**src/rtl/perf_counter_bank.sv**
```systemverilog
// NUM_CH event/cycle counters with MMIO read, write and clear; optional atomic snapshot under PERF_SNAPSHOT_EN.
// Reads are combinational, writes land on the next clk edge; no backpressure, the bank accepts every access.
module perf_counter_bank #(
  parameter int          NUM_CH       = 9,
  parameter int          CNT_WIDTH    = 16,
  parameter int          THRESH_WIDTH = 4,
  parameter logic [15:0] BASE_ADDR    = 16'hFF00
) (
  input  logic                           clk,
  input  logic                           rst_n,
  input  logic [NUM_CH-1:0]              trigger,
  input  logic [NUM_CH-1:0]              mode,
  input  logic [NUM_CH*THRESH_WIDTH-1:0] thresh,
  input  logic                           rd_en,
  input  logic                           wr_en,
  input  logic [15:0]                    addr,
  input  logic [15:0]                    wdata,
  output logic                           hit,
  output logic [15:0]                    rdata,
  output logic                           ovf_any
);

  localparam logic [14:0] BASE_W   = BASE_ADDR[15:1];
  localparam logic [14:0] STATUS_W = 15'(NUM_CH);
  localparam logic [14:0] CTRL_W   = 15'(NUM_CH + 1);

  logic [CNT_WIDTH-1:0]    cnt     [NUM_CH];
  logic [CNT_WIDTH-1:0]    view    [NUM_CH];
  logic [THRESH_WIDTH-1:0] run_len [NUM_CH];
  logic [NUM_CH-1:0]       ovf;
  logic                    freeze;

  logic [14:0]       off;
  logic              in_win;
  logic              wr_status;
  logic              wr_ctrl;
  logic [NUM_CH-1:0] wr_ch;
  logic [NUM_CH-1:0] inc;
  logic [NUM_CH-1:0] ovf_set;
  logic [NUM_CH-1:0] ovf_clr;
  logic              addr_unused;

  // Word offset from the base; addresses below the base wrap high and fall outside.
  assign off         = addr[15:1] - BASE_W;
  assign in_win      = (addr[15:1] >= BASE_W) && (off <= CTRL_W);
  assign addr_unused = addr[0];

  assign hit       = in_win && (rd_en || wr_en);
  assign wr_status = wr_en && in_win && (off == STATUS_W);
  assign wr_ctrl   = wr_en && in_win && (off == CTRL_W);
  assign ovf_clr   = wr_status ? wdata[NUM_CH-1:0] : '0;
  assign ovf_any   = |ovf;

  always_comb begin
    wr_ch   = '0;
    inc     = '0;
    ovf_set = '0;
    for (int i = 0; i < NUM_CH; i++) begin
      wr_ch[i]   = wr_en && in_win && (off == 15'(i));
      inc[i]     = trigger[i] && !freeze &&
                   (mode[i] || (run_len[i] == thresh[i*THRESH_WIDTH +: THRESH_WIDTH]));
      // A colliding counter write discards the increment, so it cannot wrap either.
      ovf_set[i] = inc[i] && !wr_ch[i] && (cnt[i] == {CNT_WIDTH{1'b1}});
    end
  end

  always_ff @(posedge clk or negedge rst_n) begin
    if (!rst_n) begin
      for (int i = 0; i < NUM_CH; i++) begin
        cnt[i]     <= '0;
        run_len[i] <= '0;
      end
      ovf    <= '0;
      freeze <= 1'b0;
    end else begin
      for (int i = 0; i < NUM_CH; i++) begin
        if (wr_ch[i])
          cnt[i] <= wdata[CNT_WIDTH-1:0];
        else if (inc[i])
          cnt[i] <= cnt[i] + 1'b1;

        if (wr_ch[i] || freeze || !trigger[i])
          run_len[i] <= '0;
        else if (run_len[i] != {THRESH_WIDTH{1'b1}})
          run_len[i] <= run_len[i] + 1'b1;
      end
      // Set beats clear when both hit the same bit in one cycle.
      ovf <= (ovf & ~ovf_clr) | ovf_set;
      if (wr_ctrl)
        freeze <= wdata[0];
    end
  end

`ifdef PERF_SNAPSHOT_EN
  logic [CNT_WIDTH-1:0] shadow [NUM_CH];

  always_ff @(posedge clk or negedge rst_n) begin
    if (!rst_n) begin
      for (int i = 0; i < NUM_CH; i++)
        shadow[i] <= '0;
    end else if (wr_ctrl && wdata[1]) begin
      for (int i = 0; i < NUM_CH; i++)
        shadow[i] <= cnt[i];
    end
  end

  always_comb begin
    for (int i = 0; i < NUM_CH; i++)
      view[i] = shadow[i];
  end
`else
  always_comb begin
    for (int i = 0; i < NUM_CH; i++)
      view[i] = cnt[i];
  end
`endif

  // Snapshot bit is a strobe and always reads back as 0.
  always_comb begin
    rdata = '0;
    if (rd_en && in_win) begin
      if (off == STATUS_W)
        rdata = 16'(ovf);
      else if (off == CTRL_W)
        rdata = {15'b0, freeze};
      else begin
        for (int i = 0; i < NUM_CH; i++)
          if (off == 15'(i))
            rdata = 16'(view[i]);
      end
    end
  end

endmodule

```
**config.mk**
```make
export PLATFORM = sky130hd
export DESIGN_NAME = perf_counter_bank
export DESIGN_NICKNAME = d
export VERILOG_FILES = /design/src/rtl/perf_counter_bank.sv
export SDC_FILE = /design/constraint.sdc
export NUM_CORES = 1
export LEC_CHECK = 0
export ABC_AREA = 1
export CORE_MARGIN = 2
export CORE_UTILIZATION = 30
export CTS_CLUSTER_SIZE = 40
export DETAILED_ROUTE_END_ITERATION = 8
export GPL_TIMING_DRIVEN = 0
export PLACE_DENSITY_LB_ADDON = 0.15
export SLEW_MARGIN = 5
export SYNTH_ARGS = -nofsm -noshare
export SYNTH_HDL_FRONTEND = slang
export SYNTH_SLANG_ARGS = --single-unit
```
**constraint.sdc**
```tcl
create_clock -name clk -period 2.7 [get_ports clk]
set_input_delay 0.405 -clock clk [delete_from_list [all_inputs] [get_ports clk]]
set_output_delay 0.405 -clock clk [all_outputs]
set_load 0.005 [all_outputs]
```
-- Word level (Yosys, flattened, before mapping)
Index checks and enable logic that the tools add are counted.
- $add $sub $neg: 19
- magnitude comparators: 2
- eq/ne operators: 37
- multiplexer cells: 49
- bitwise gates (word level): 3
- reduce and logical (&&, ||, !) cells: 118
- operator list (operator ; count):
    two-way mux 16 bit ; 30
    adder 16 x 1 -> 16 bit, second input constant ; 9
    == test 16 bit, second input constant ; 9
    two-way mux 4 bit ; 18
    == test 15 x 3 -> 1 bit, second input constant ; 4
    logical AND 1 bit ; 51
    == test 15 x 4 -> 1 bit, second input constant ; 3
    adder 4 x 1 -> 4 bit, second input constant ; 9
    == test 4 bit ; 9
    inequality test 4 bit, second input constant ; 9
    nonzero test 2 bit ; 18
    == test 15 x 2 -> 1 bit, second input constant ; 2
    logical OR 1 bit ; 28
    zero test 1 bit ; 19
    == test 15 x 1 -> 1 bit, second input constant ; 1
    >= comparator 15 bit, second input constant ; 1
    <= comparator 15 x 4 -> 1 bit, second input constant ; 1
    zero test 15 bit ; 1
    subtractor 15 bit, second input constant ; 1
    bitwise AND 9 bit ; 1
    two-way mux 9 bit ; 1
    inverter 9 bit ; 1
    bitwise OR 9 bit ; 1
    OR reduction 9 bit ; 1
- bits in registers: 190
- bits of input ports: 90

-- Logic depth before layout (Yosys ltp)
Gate-level depths: netlist of run 1.
- depth after elaboration: 14
- depth in mapped cells: 21
- mapped depth without buffers: 20

-- Least setup slack after synthesis of run 1
Ideal clock, no wire load.
- path type: input-to-output
- start: input port addr[8]
- end: output port rdata[1]
- data arrival time: 2501 ps
- setup slack: -206 ps
- stages: 17
- buffers on the path: 1
- cell sequence: ha_1 -> buf_2 -> nor2_1 -> nor2_1 -> nor2_1 -> nand3_1 -> nor2_4 -> nand2_2 -> nor2_1 -> inv_1 -> or2_2 -> nand2_1 -> nand2_1 -> nand2_1 -> nand3_1 -> nand2_1 -> a21oi_1
- cells in the longest elaborated chain, start to end: 14
- elaborated cells between the ends (all ways): 28
- RTL lines (element ; RTL line ; text):
    from (decl) ; 16 ; input logic [15:0] addr,
    subtractor 15 bit ; 44 ; assign off = addr[15:1] - BASE_W;
    zero test 15 bit ; 128 ; if (off == 15'(i))
    two-way mux 16 bit (9 in a row) ; 128 ;
    two-way mux 16 bit ; 124 ; else if (off == CTRL_W)
    two-way mux 16 bit ; 122 ; if (off == STATUS_W)
    two-way mux 16 bit (*) ; 121 ; if (rd_en && in_win) begin
    to (decl) ; 19 ; output logic [15:0] rdata,
Mark *: on every way between the ends. The rest lies on a longest branch, timed or not.

-- Worst setup path after layout of run 1
- start: input port addr[8]
- end: output port rdata[6]
Same word-level chain as after synthesis.

==> results of run 1 <==
## routing by layer
metal / track usage, % / share of wire [%]
met1: 31.5 / 45
met2: 36.9 / 47
met3: 3.85 / 5.5
met4: 6.67 / 2.5
met5: 0 / 0
## area by class of cell
cell class,count,share of cell area [%]
timing repair buffer,170,8.86
clock inverter,12,1.18
tap,592,4.24
inverter,174,4.01
clock buffer,20,2.61
multi-input combinational,1446,49.1
buffer,70,2.77
sequential,190,27.2
## worst max-delay path, stage by stage
cell and delay (ps):
buf_8 90, ha_4 200, nand2_4 70, inv_6 80, nor2_4 50, nor2_4 110
nand3_2 100, nor2_4 130, buf_12 160, nand2_2 110, clkbuf_16 190, o22ai_2 160
a21oi_2 70, nand4_1 190, nand2_1 100, nand2_1 90, nand2_1 70, a21oi_2 190
buf_2 140
## through the flow
| stage | utilization (%) | setup slack (ps) | TNS [ps] | cell area (um^2) |
|---|---|---|---|---|
| after global placement | 34.3 | -7890 | -1747210 | 15100 |
| after CTS | 38.3 | -412 | -5530 | 16900 |
| after floorplan | - | 32.4 | 0 | 13500 |
| after global routing | 39.6 | -565 | -7970 | 17500 |
| after detailed placement | 34.5 | -2130 | -256010 | 15200 |
| final | 39.6 | -446 | -6120 | 17500 |
## cells in the mapped netlist (3+ instances only)
library cell	count	area (um^2)
a21oi_1	85	425
a221oi_1	4	35.0
a32o_1	4	40.0
a41o_1	3	30.0
buf_1	4	15.0
buf_2	22	110
clkbuf_1	44	165
clkinv_1	5	18.8
dfrtp_1	190	4750
ha_1	19	238
inv_1	168	631
nand2_1	450	1690
nand2_2	3	18.8
nand3_1	361	1810
nand3_2	3	30.0
nand4_1	40	250
nor2_1	116	435
nor2_2	13	81.3
nor3_1	53	265
nor4_1	8	50.1
o2111ai_1	6	52.6
o211ai_1	34	255
o21ai_0	35	175
o221ai_1	11	96.3
o22ai_1	6	37.5
or2_2	4	25.0
xnor2_1	58	508
xor2_1	107	937
## worst paths after layout
check,start,endpoint
min in group clk,cnt[77],cnt[77]
setup / recovery,addr[8],rdata[6]
setup reg to reg,freeze,ovf[7]
hold reg to reg,cnt[77],cnt[77]
hold / removal,rst_n,run_len[2]
max in group asynchronous,rst_n,cnt[93]
## state kept, by name, indices dropped and copies added (netlist names)
| signal | cells |
|---|---|
| freeze | 1 |
| cnt | 144 |
| run_len | 36 |
| ovf | 9 |
## power groups by stage
| stage | sequential [uW] | clock [uW] | combinational [uW] |
|---|---|---|---|
| 2_1_floorplan | 3530 | 0 | 975 |
| 4_1_cts | 3620 | 3020 | 1510 |
| 3_5_place_dp | 3660 | 0 | 1470 |
| 3_3_place_gp | 3650 | 0 | 1420 |
| 5_1_grt | 3690 | 3140 | 1710 |
| 6_report | 3630 | 2950 | 1530 |
## cells by family after synthesis
logic type      Yosys count
fa+ha+maj                19
mux                       2
flops                   190
simple gates           1062
xor+xnor                165
compound gates          196
buf+inv                 246
## what timing repair did
action                                 4_1_cts  5_1_grt
hold buffers                                 1        0
endpoints found under the hold margin       21        0
cloned                                       1        2
setup endpoints to repair                  207      135
pin swaps                                   65       48
buffers inserted                            47       31
resized for setup                          294      130
==> impl_metrics.json, run 1 <==
{
  "status": "finished with violations",
  "violations": "negative setup slack",
  "p_seq_share_pct": 44.8,
  "synth-adder-area-share_pct": 1.78,
  "drv_slew": 0,
  "power.leakage_uw": 0.00736,
  "worstPathMaxFanout": 10,
  "clock-sinks": 190,
  "clockPowerShare_pct": 36.4,
  "yosysSeqAreaShare_pct": 35.5,
  "area_delta_synth_final_pct": 30.5,
  "fp.dieW_um": 215,
  "internal-power_uw": 5530,
  "clockRootBuffer": "clkbuf_16",
  "holdCritPathClass": "input port to asynchronous set/reset pin",
  "dp_hpwl_mm": 37.7,
  "seq_area_um2": 4750,
  "critPathArrivalTime_ps": 2740,
  "p_per_area_nw_per_um2": 464,
  "grt_pass1_vias": 13570,
  "multi_input_area_um2": 8580,
  "post_synth_xor_area_fraction_pct": 10.8,
  "dieArea_um2": 46300,
  "rsz0062_at_grt": "yes",
  "power_switching_share_pct": 31.9,
  "num-fill-cells": 4634,
  "htreeDepth": 4,
  "grt_usage_pct": 22.9,
  "synth-simple-area-share_pct": 35.5,
  "final_cells": 2674,
  "routed_wl_mm": 53.4,
  "final_common_cell": "nand2_1",
  "clk_path_buf_depth": 2,
  "fmax_mhz": 318,
  "period_share_pct": 117,
  "p_comb_share_pct": 18.8,
  "numCtsBuffers": 17,
  "routedWlPerCell_um": 20.0,
  "avgViaCountPerCell": 5.26,
  "synth_enable_flop_cells": 0,
  "diodes": 0,
  "power.switching_uw": 2580,
  "start_util_pct": 30.3,
  "layout-drive-gt1-share_pct": 17.4,
  "startpoint_type": "input port",
  "rows": 77,
  "synth_cell_types": 46,
  "io_buffers": 91,
  "synthCells": 1880,
  "ys_seq_elements": 190,
  "timing.reg2reg.setup_slack_ps": 110,
  "fin_ws_ps": -446,
  "cts_tree": "yes",
  "synthFlopType": "dfrtp_1",
  "yosys_warnings": 0,
  "rr_worst_depth": 6,
  "die_y_um": 215,
  "synth_compound_area_share_pct": 9.08,
  "cp-end-kind": "primary output",
  "drc": 0,
  "nNetsFinal": 2178,
  "final_cell_mix": "nand2_1 (402), nand3_1 (343), dfrtp_1 (190)",
  "clk_pin_slew_ps": 80,
  "setup_viol": 17,
  "synth.area.mux_share_pct": 0.149,
  "ant_nets": 0,
  "antenna_found_initial": 0,
  "first_pass_iters": 5,
  "syn-num-nets": 1989,
  "cap_viol_max_count": 0,
  "synth_top_family_by_area": "simple AND/OR/NAND/NOR gates",
  "grt_pass1_wl_mm": 81.3,
  "synth_async_sr_flop_share_pct": 100,
  "synth_area_per_cell_um2": 7.12,
  "drtIter0Drc": 1209,
  "grt_overflow": 0,
  "holdWs_ps": 359,
  "core_um2": 44100,
  "ir_worst_vdd_mv": 0.400,
  "worst_pin_slew_ps": 1360,
  "ios": 108,
  "crit_type": "input port to primary output",
  "finClkSkew_ps": 9.70,
  "cp.required_ps": 2300,
  "period_minus_slack_ps": 3150,
  "dp_cells": 2565,
  "via_count": 14063,
  "place.gp.congestion": 0.894,
  "synth_area_um2": 13400,
  "grt_start_max_net_pins": 93,
  "hold_violations": 0,
  "worstSkewPairLatency_ps": 470,
  "power_uw": 8110,
  "max_slew_margin_pct": 9.54
}
No activity file was read; power rests on OpenSTA's default activity.
==> run 2, diff against run 1 <==
Settings changed: GPL_TIMING_DRIVEN 0 to unset, RECOVER_POWER set to 25.
==> run 2 against run 1 <==
Against the previous run: clock-buffer cell count stayed put; sequential cell count did not move; largest cell class unchanged; global-route usage rose by 1.3 points; clock skew up 8.8 ps; cell count is 4.6% higher; sequential share of layout area is 1.5 points lower; largest power group unchanged; highest routed layer unchanged; hold slack better by 150 ps; critical path type unchanged; the flow finishes with violations (max-capacitance violations, max-slew violations, negative setup slack); register-to-register slack improved by 150 ps; critical path depth rose by 1.
==> impl_metrics.json, run 2 (same netlist as run 1, synthesis figures left out) <==
{
  "status": "finished with violations",
  "violations": "max-capacitance violations, max-slew violations, negative setup slack",
  "rsz0062_at_grt": "yes",
  "fmax_mhz": 312,
  "fin_ws_ps": -506,
  "holdWs_ps": 510,
  "finClkSkew_ps": 18.6,
  "grt_usage_pct": 24.2,
  "internal-power_uw": 5120,
  "num-fill-cells": 4584,
  "htreeDepth": 4,
  "setup_viol": 19,
  "critPathArrivalTime_ps": 2800,
  "reg_top3": "cnt: 144 flops, run_len: 36 flops, ovf: 9 flops",
  "rr_worst_depth": 9,
  "holdPathStages": 2,
  "routed_wl_mm": 55.7,
  "p_per_area_nw_per_um2": 422,
  "dieArea_um2": 46300,
  "core_um2": 44100,
  "clock-sinks": 190,
  "ios": 108,
  "final_cell_mix": "nand2_1 (406), nand3_1 (347), buf_4 (199)",
  "antenna_found_initial": 1,
  "cap_viol_max_count": 1,
  "first_pass_iters": 5,
  "regMostFlops": "cnt",
  "worstPathMaxFanout": 6,
  "drtIter0Drc": 1313,
  "period_share_pct": 119,
  "final_common_cell": "nand2_1",
  "period_minus_slack_ps": 3210,
  "holdCritPathClass": "register to register",
  "place.gp.congestion": 0.924,
  "numCtsBuffers": 17,
  "grt_pass1_wl_mm": 85.2,
  "fp.dieW_um": 215,
  "seq_area_um2": 4750,
  "grt_pass1_vias": 14321,
  "drv_slew": 67,
  "grt_start_max_net_pins": 67,
  "clockPowerShare_pct": 31.0,
  "grt_overflow": 0,
  "cts_tree": "yes",
  "via_count": 14619,
  "worstSkewPairLatency_ps": 500,
  "avgViaCountPerCell": 5.23,
  "largest_reg_flops": 144,
  "layout-drive-gt1-share_pct": 21.6,
  "die_y_um": 215,
  "start_util_pct": 30.3,
  "io_buffers": 106,
  "power.switching_uw": 2680,
  "diodes": 0,
  "worst_pin_slew_ps": 1940,
  "hold_violations": 0,
  "clk_pin_slew_ps": 70,
  "routedWlPerCell_um": 19.9,
  "power.leakage_uw": 0.00806,
  "multi_input_area_um2": 8430,
  "rows": 77,
  "p_seq_share_pct": 47.1,
  "nNetsFinal": 2303,
  "clockRootBuffer": "clkbuf_16",
  "power_switching_share_pct": 34.4,
  "crit_type": "input port to primary output",
  "area_delta_synth_final_pct": 38.0,
  "p_comb_share_pct": 21.9,
  "dp_cells": 2703,
  "ant_nets": 0,
  "clk_path_buf_depth": 2,
  "dp_hpwl_mm": 40.3,
  "cp-end-kind": "primary output",
  "max_slew_margin_pct": -29.3,
  "drc": 0,
  "startpoint_type": "input port",
  "cp.required_ps": 2300,
  "ir_worst_vdd_mv": 0.410,
  "final_cells": 2797
}
-- run 2: area by class of cell --
type	count	share of cell area, %
well taps	592	4.01
clock buffers	20	2.42
multi-input cells	1444	45.6
clock inverters	10	0.372
repair buffers	367	18.3
inverters	174	3.59
flip-flops and latches	190	25.7
-- run 2: power groups by stage --
stage / registers [uW] / clock network (uW) / logic, uW
after floorplan: 3530 / 0 / 975
after global placement: 3700 / 0 / 1590
after detailed placement: 3700 / 0 / 1620
after CTS: 3660 / 2490 / 1690
after global routing: 3720 / 2600 / 1910
final: 3670 / 2420 / 1710
-- run 2: per-layer routing --
layer	part of all wire, %	up-vias	track usage (%)	wire, um
met5	0	-	0	0
met4	3.2	0	8.44	1760
met3	5.7	97	4.30	3150
met2	47	475	39.4	25900
met1	45	7104	32.4	24800
li1	-	6943	-	-
-- run 2: worst paths after layout --
path | from | to | slack [ps]
min in group asynchronous | rst_n | run_len[6] | 950
max | addr[9] | rdata[15] | -510
max reg2reg | cnt[97] | ovf[2] | 260
min reg2reg | cnt[41] | cnt[41] | 510
max in group asynchronous | rst_n | cnt[66] | 410
min | cnt[41] | cnt[41] | 510
-- run 2: stage by stage --
stage	instance area (um^2)	total power (uW)	utilization (%)	setup TNS, ps	setup WS (ps)
after global routing	18500	8230	41.9	-10380	-594
final	18500	7810	41.9	-8310	-506
after CTS	18100	7850	41.1	-5290	-389
after global placement	16700	5290	37.9	-179220	-1360
after detailed placement	16700	5330	37.9	-185640	-1410
after floorplan	13500	4510	-	0	32.4
-- run 2: critical path, cell delays in order --
cell	delay, ps
buf_8	100
ha_4	190
nand4_1	160
nand2_2	90
nor2_2	130
nand3_2	90
nor2_4	150
buf_12	140
buf_12	100
nand3_4	70
a211oi_4	320
nand2_2	120
inv_2	90
nand2_4	80
inv_4	70
buf_6	100
buf_6	90
o21ai_2	40
a21oi_1	100
buf_2	130
-- run 2: what timing repair did --
action	in CTS	in global routing
hold buffers	1	0
cloned	1	1
hold endpoints to repair	62	0
buffers inserted	56	13
gates resized for setup	259	73
setup endpoints to repair	206	118
pin swaps	60	43
